==> src/rtl/seven_seg_scan_ctrl.sv <==
// Time-multiplexed scan controller for a common-anode seven-segment display.
// A double-buffered digit bank is committed only at frame boundaries; each slot ends with a blanking gap.
module seven_seg_scan_ctrl #(
   parameter int unsigned NUM_DIGITS   = 4,
   parameter int unsigned REFRESH_DIV  = 50000,
   parameter int unsigned BLANK_CYCLES = 500,
   parameter int unsigned IDX_W        = $clog2(NUM_DIGITS)
) (
   input  logic                  clk,
   input  logic                  rst_n,
   input  logic                  wr_en,
   input  logic [IDX_W-1:0]      wr_idx,
   input  logic [3:0]            wr_data,
   input  logic                  commit_req,
   input  logic [NUM_DIGITS-1:0] blank_mask,
   output logic [3:0]            dec_nibble,
   output logic [NUM_DIGITS-1:0] an_n,
   output logic                  commit_pend,
   output logic                  commit_done,
   output logic                  frame_tick
);

   localparam int unsigned CNT_W = $clog2(REFRESH_DIV);
   localparam logic [CNT_W-1:0] CNT_LAST = CNT_W'(REFRESH_DIV - 1);
   localparam logic [CNT_W-1:0] ON_END   = CNT_W'(REFRESH_DIV - BLANK_CYCLES);
   localparam logic [IDX_W-1:0] IDX_LAST = IDX_W'(NUM_DIGITS - 1);

   logic [CNT_W-1:0]      cnt;
   logic [IDX_W-1:0]      idx;
   logic [3:0]            shadow [NUM_DIGITS];
   logic [3:0]            active [NUM_DIGITS];
   logic                  phase_on;
   logic                  slot_end;
   logic                  frame_end;
   logic                  wr_ok;
   logic [NUM_DIGITS-1:0] an_next;

   assign phase_on  = (cnt < ON_END);
   assign slot_end  = (cnt == CNT_LAST);
   assign frame_end = slot_end && (idx == IDX_LAST);

   // Range check only exists when the index field can encode non-existent digits.
   if ((1 << IDX_W) != NUM_DIGITS) begin : g_idx_chk
      assign wr_ok = wr_en && (wr_idx < IDX_W'(NUM_DIGITS));
   end else begin : g_idx_full
      assign wr_ok = wr_en;
   end

   always_comb begin
      an_next = '1;
      if (phase_on && !blank_mask[idx]) an_next[idx] = 1'b0;
   end

   always_ff @(posedge clk or negedge rst_n) begin
      if (!rst_n) begin
         cnt         <= '0;
         idx         <= '0;
         an_n        <= '1;
         dec_nibble  <= '0;
         commit_pend <= 1'b0;
         commit_done <= 1'b0;
         frame_tick  <= 1'b0;
         for (int unsigned i = 0; i < NUM_DIGITS; i++) begin
            shadow[i] <= '0;
            active[i] <= '0;
         end
      end else begin
         if (slot_end) begin
            cnt <= '0;
            idx <= (idx == IDX_LAST) ? '0 : idx + 1'b1;
         end else begin
            cnt <= cnt + 1'b1;
         end

         an_n       <= an_next;
         frame_tick <= frame_end;
         if (phase_on) dec_nibble <= active[idx];

         if (wr_ok) shadow[wr_idx] <= wr_data;

         // The copy reads shadow before any same-cycle write lands; a same-cycle request is absorbed.
         if (frame_end && (commit_pend || commit_req)) begin
            active      <= shadow;
            commit_pend <= 1'b0;
            commit_done <= 1'b1;
         end else begin
            commit_done <= 1'b0;
            if (commit_req) commit_pend <= 1'b1;
         end
      end
   end

endmodule

==> config.mk <==
export PLATFORM = sky130hd
export DESIGN_NAME = seven_seg_scan_ctrl
export DESIGN_NICKNAME = d
export VERILOG_FILES = /design/src/rtl/seven_seg_scan_ctrl.sv
export SDC_FILE = /design/constraint.sdc
export NUM_CORES = 1
export LEC_CHECK = 0
export ABC_AREA = 1
export ABC_CLOCK_PERIOD_IN_PS = 1500
export CORE_MARGIN = 3
export CORE_UTILIZATION = 55
export CTS_BUF_LIST = sky130_fd_sc_hd__clkbuf_2 sky130_fd_sc_hd__clkbuf_4 sky130_fd_sc_hd__clkbuf_8
export DETAILED_ROUTE_END_ITERATION = 16
export PLACE_DENSITY_LB_ADDON = 0.3
export REMOVE_ABC_BUFFERS = 1
export SETUP_SLACK_MARGIN = 0.05
export SYNTH_ARGS = -nofsm -noshare
export SYNTH_HDL_FRONTEND = slang
export SYNTH_SLANG_ARGS = --single-unit
==> constraint.sdc <==
create_clock -name clk -period 1.5 [get_ports clk]
set_input_delay 0.3 -clock clk [delete_from_list [all_inputs] [get_ports clk]]
set_output_delay 0.3 -clock clk [all_outputs]
set_load 0.005 [all_outputs]
# After elaboration in Yosys (flattened, before gate mapping)
# Cells that the tools add are included.
# classes
bitwise_logic,3
n_div,0
n_eq_ne,2
reduce_logical,8
n_lt_le_gt_ge,6
shift,0
n_mul,0
addsub,2
mux,16
# ops
cell,count
"adder 16 x 1 -> 16 bit, second input constant",1
bitwise mux 16 bit,1
"== test 16 bit, second input constant",1
"less-than comparator 16 bit, second input constant",1
2-to-1 mux 16 bit,1
2-to-1 mux 4 bit,4
binary-select mux 4 bit (select 2 bit),1
demux 4 bit (select 2 bit),1
"greater-or-equal comparator 3 bit, second input constant",2
NOT 2 -> 3 bit,2
logical AND 1 bit,5
2-to-1 mux 1 bit,5
NOT 4 bit,1
"less-than comparator 2 x 3 -> 1 bit, second input constant",1
"less-than comparator 3 x 1 -> 1 bit, second input constant",1
"adder 2 x 1 -> 2 bit, second input constant",1
binary-select mux 1 bit (select 2 bit),1
demux 1 bit (select 2 bit),1
"== test 2 bit, second input constant",1
"greater-or-equal comparator 2 x 1 -> 1 bit, second input constant",1
2-to-1 mux 2 bit,1
nonzero test 2 bit,1
zero test 1 bit,1
logical OR 1 bit,1
# word_totals
memories,0
regBits,61
input_bits,14
romBits,0
latchBits,0
elab_cells,52
ramBits,0

# Depth between registers and ports, before layout
# Gate-level depths: netlist of the first run.
# depth
word_depth,6
ltp_mapped,9
depth_no_buf,9

# Worst setup path before layout of the first run
# No wires, ideal clock.
# synth_path
path_kind,register to register
from,register cnt[0]
to,register active[10] in the netlist's numbering
required_time_ps,1435
setup_slack_ps,133
path_stages_with_launch,9
t_arrival_ps,1301
path_cell_list,dfrtp_1 -> ha_1 -> nand2_2 -> nor2_4 -> nand3_4 -> nor2_8 -> buf_8 -> nand4_1 -> nand2_1
# synth_between
elab_chain_len,3
# synth_lines
item,line,rtl
start: declaration,28,logic [CNT_W-1:0] cnt;
start signal: assignment,72,cnt <= cnt + 1'b1;
== test 16 bit,39,assign slot_end = (cnt == CNT_LAST);
logical AND 1 bit,40,assign frame_end = slot_end && (idx == IDX_LAST);
logical AND 1 bit,82,if (frame_end && (commit_pend || commit_req)) begin
end signal: assignment,83,active <= shadow;
end: declaration,31,logic [3:0] active [NUM_DIGITS];
# Every way passes these cells.
# A chain may end at the register's enable or synchronous reset.

# Worst setup path in the final report of the first run
# layout_path
from,register cnt[1]
to,register active[1] in the netlist's numbering
# Same word-level chain as after synthesis.

==> impl_metrics.yaml, run 1 <==
timing:
  drv_slew: 0
  clock_skew_ns: 0.00803
  fmax_mhz: 663
  tightestPinTransition_ns: 0.328
  relSlewSlack: 0.781
  fin_crit_sh: 1.01
  fin_ws_ns: -0.00783
  setup_violations: 3
  rsz0062_at_grt: "yes"
  hold_viol: 0
  fin_crit_ns: 1.51
  fin_hold_ws_ns: 0.483
cells_and_area:
  fillerInstances: 391
  fin_cells: 486
  fin_area_sq_um: 3800
  syn_to_final_growth_pct: 25.4
  antenna_cells: 0
  nets: 430
  drive_above_1_share: 0.202
floorplanning:
  start_util: 0.583
  die_y_um: 80.3
  pin_count: 25
  fp-row-count: 26
  dieWidth_um: 80.3
  core_sq_um: 5200
  die_area_sq_um: 6440
global_route:
  overflow: 0
  grt_max_degree: 62
  grt_usage: 0.215
  grt_antenna_before_repair: 0
  grt_pass1_wl_um: 10500
  grt_pass1_vias: 2188
clock_tree:
  clockBufferDepth: 2
  cts_root_buf: "clkbuf_8"
  htree_num_levels: 3
  cts_buffers: 9
  cts.clk_slew.worst_paths_ns: 0.07
  cts_num_sinks: 61
  clock_latency_ns: 0.35
  cts_tree: "built"
synthesis:
  syn_area_sq_um: 3030
  avgSynthCellArea_sq_um: 8.50
  synth_cells: 357
  ys_warn_count: 0
  yosysSeqAreaShare: 0.505
  yosysUniqueCellTypes: 28
  ys_ff_latch: 61
worst_setup_path:
  crit_path_end_kind: "flip-flop"
  startpoint: "cnt[1]"
  crit_type: "reg2reg"
  worstPathArrival_ns: 1.80
  r2r-start: "cnt[1]"
  cp-start-kind: "flip-flop"
  critPathMaxFanout: 8
  required_ns: 1.79
placement:
  post_dp_cell_area_sq_um: 3410
  place_hpwl_um: 4310
  place.gp.congestion: 0.896
  numPortBuffers: 24
  dp_cells: 455
  preCtsSetupSlack_ns: -0.0926
run_status:
  status: "finished, violations left"
  violations: "setup timing"
power_and_ir_drop:
  p_total_mw: 3.38
  leakagePower_nw: 1.94
  vdd_ir_drop_max_mv: 0.587
  power.density_nw_per_um2: 888
worst_hold_path:
  holdCritPathClass: "in2async"
detailed_routing:
  drt_iter0_drc: 232
  drt_wl_total_um: 6570
  avgViaCountPerCell: 5.23
  first_pass_iters: 5
  drcViolationCount: 0
  postRouteAntennaNets: 0
  vias: 2543
  post_drt_wl_per_cell_um: 13.5
job:
  cap_violations: 0
[worst paths after layout]
path / end / slack (ns) / depth (start not counted)
max in group asynchronous: an_n[0] / 0.71 / 3
worst min register to register: shadow[1] / 0.49 / 2
worst max register to register: active[1] / -0.008 / 8
worst min-delay path: cnt[11] / 0.48 / 3
worst max-delay path: active[1] / -0.008 / 8
min in group clk: shadow[1] / 0.49 / 2
[critical path, cell delays in order (launching register included)]
cell       delay [ns]
dfrtp_1          0.40
ha_4             0.18
nand2_4          0.06
nor2_4           0.15
nand3_4          0.11
nor2_8           0.21
clkbuf_16        0.18
nand4_1          0.09
nand2_1          0.08
[cells in the mapped netlist, drive strengths merged]
cell / instances / area share
buf: 6 / 0.019
ha: 5 / 0.021
o21ai: 32 / 0.053
nor2: 48 / 0.087
inv: 38 / 0.047
a21oi: 1 / 0.0016
clkinv: 1 / 0.0012
xor2: 6 / 0.017
dfstp: 4 / 0.035
nand4: 26 / 0.059
dfrtp: 57 / 0.47
nand2: 99 / 0.13
clkbuf: 4 / 0.0062
nand3: 23 / 0.044
nor3: 7 / 0.012
[cells by family (layout without fill, tap and decap cells)]
kind of cell | count (synthesis) | count (layout) | synth area share
buffers and inverters | 49 | 108 | 0.0738
AOI/OAI and AO/OA | 33 | 33 | 0.0545
xor gates and xnor gates | 6 | 6 | 0.0173
adders and majority gates | 5 | 5 | 0.0206
and+or+nand+nor | 203 | 203 | 0.329
DFF | 61 | 61 | 0.505
[power breakdown]
group	internal, mW	switching, mW	total (mW)
Sequential	1.72	0.0462	1.76
Clock	0.770	0.693	1.46
Combinational	0.0674	0.0833	0.151
[through the flow]
stage,TNS [ns],util
final,-0.0193,0.731
after global routing,-1.52,0.731
after CTS,0,0.705
after detailed placement,-1.18,0.655
after global placement,-0.199,0.655
after floorplan,-1.25,-
[cell usage in the layout (no fill, tap or decap), drive strengths merged]
cell           instances
nand4                 26
ha                     5
dfstp                  4
nand2                 99
dlygate4sd2           11
clkinvlp               3
inv                   37
dfrtp                 57
nor3                   7
a21oi                  1
dlygate4sd3            1
o21ai                 32
nor2                  48
buf                   28
clkdlybuf4s50         12
bufinv                 1
xor2                   6
clkbuf                10
nand3                 23
clkinv                 5
[cell type report]
cell class	instances	area, sq um	area share
multi-input combinational	247	1330	0.350
inverter	39	150	0.0395
timing repair buffer	53	498	0.131
tap	70	87.6	0.0230
clock buffer	9	124	0.0326
sequential	61	1530	0.403
clock inverter	7	76.3	0.0201
[metal layers]
metal	track usage	part of all wire	up-vias
met5	0	0	-
met4	0.117	0.023	0
met3	0.0415	0.072	15
met2	0.311	0.45	106
met1	0.303	0.46	1155
li1	-	-	1267
[sequential cells by signal, summed over array words and instances, names as in the netlist]
name / flops
cnt: 16
an_n: 4
commit_done: 1
dec_nibble: 4
shadow: 16
active: 16
idx: 2
frame_tick: 1
commit_pend: 1
[what timing repair did]
action	in CTS	in global routing
hold buffers	1	0
pin swaps	2	18
cloned	0	1
endpoints found under the hold margin	57	0
setup buffers	8	5
endpoints found under the setup margin	31	30
gates resized for setup	12	17
(Power assumes the default switching activity.)
==> run 2: changes to the inputs <==
HOLD_SLACK_MARGIN = 0.03   (was unset)
==> results of run 2 <==
Final layout, timing and power as in run 1 (identical DEF).
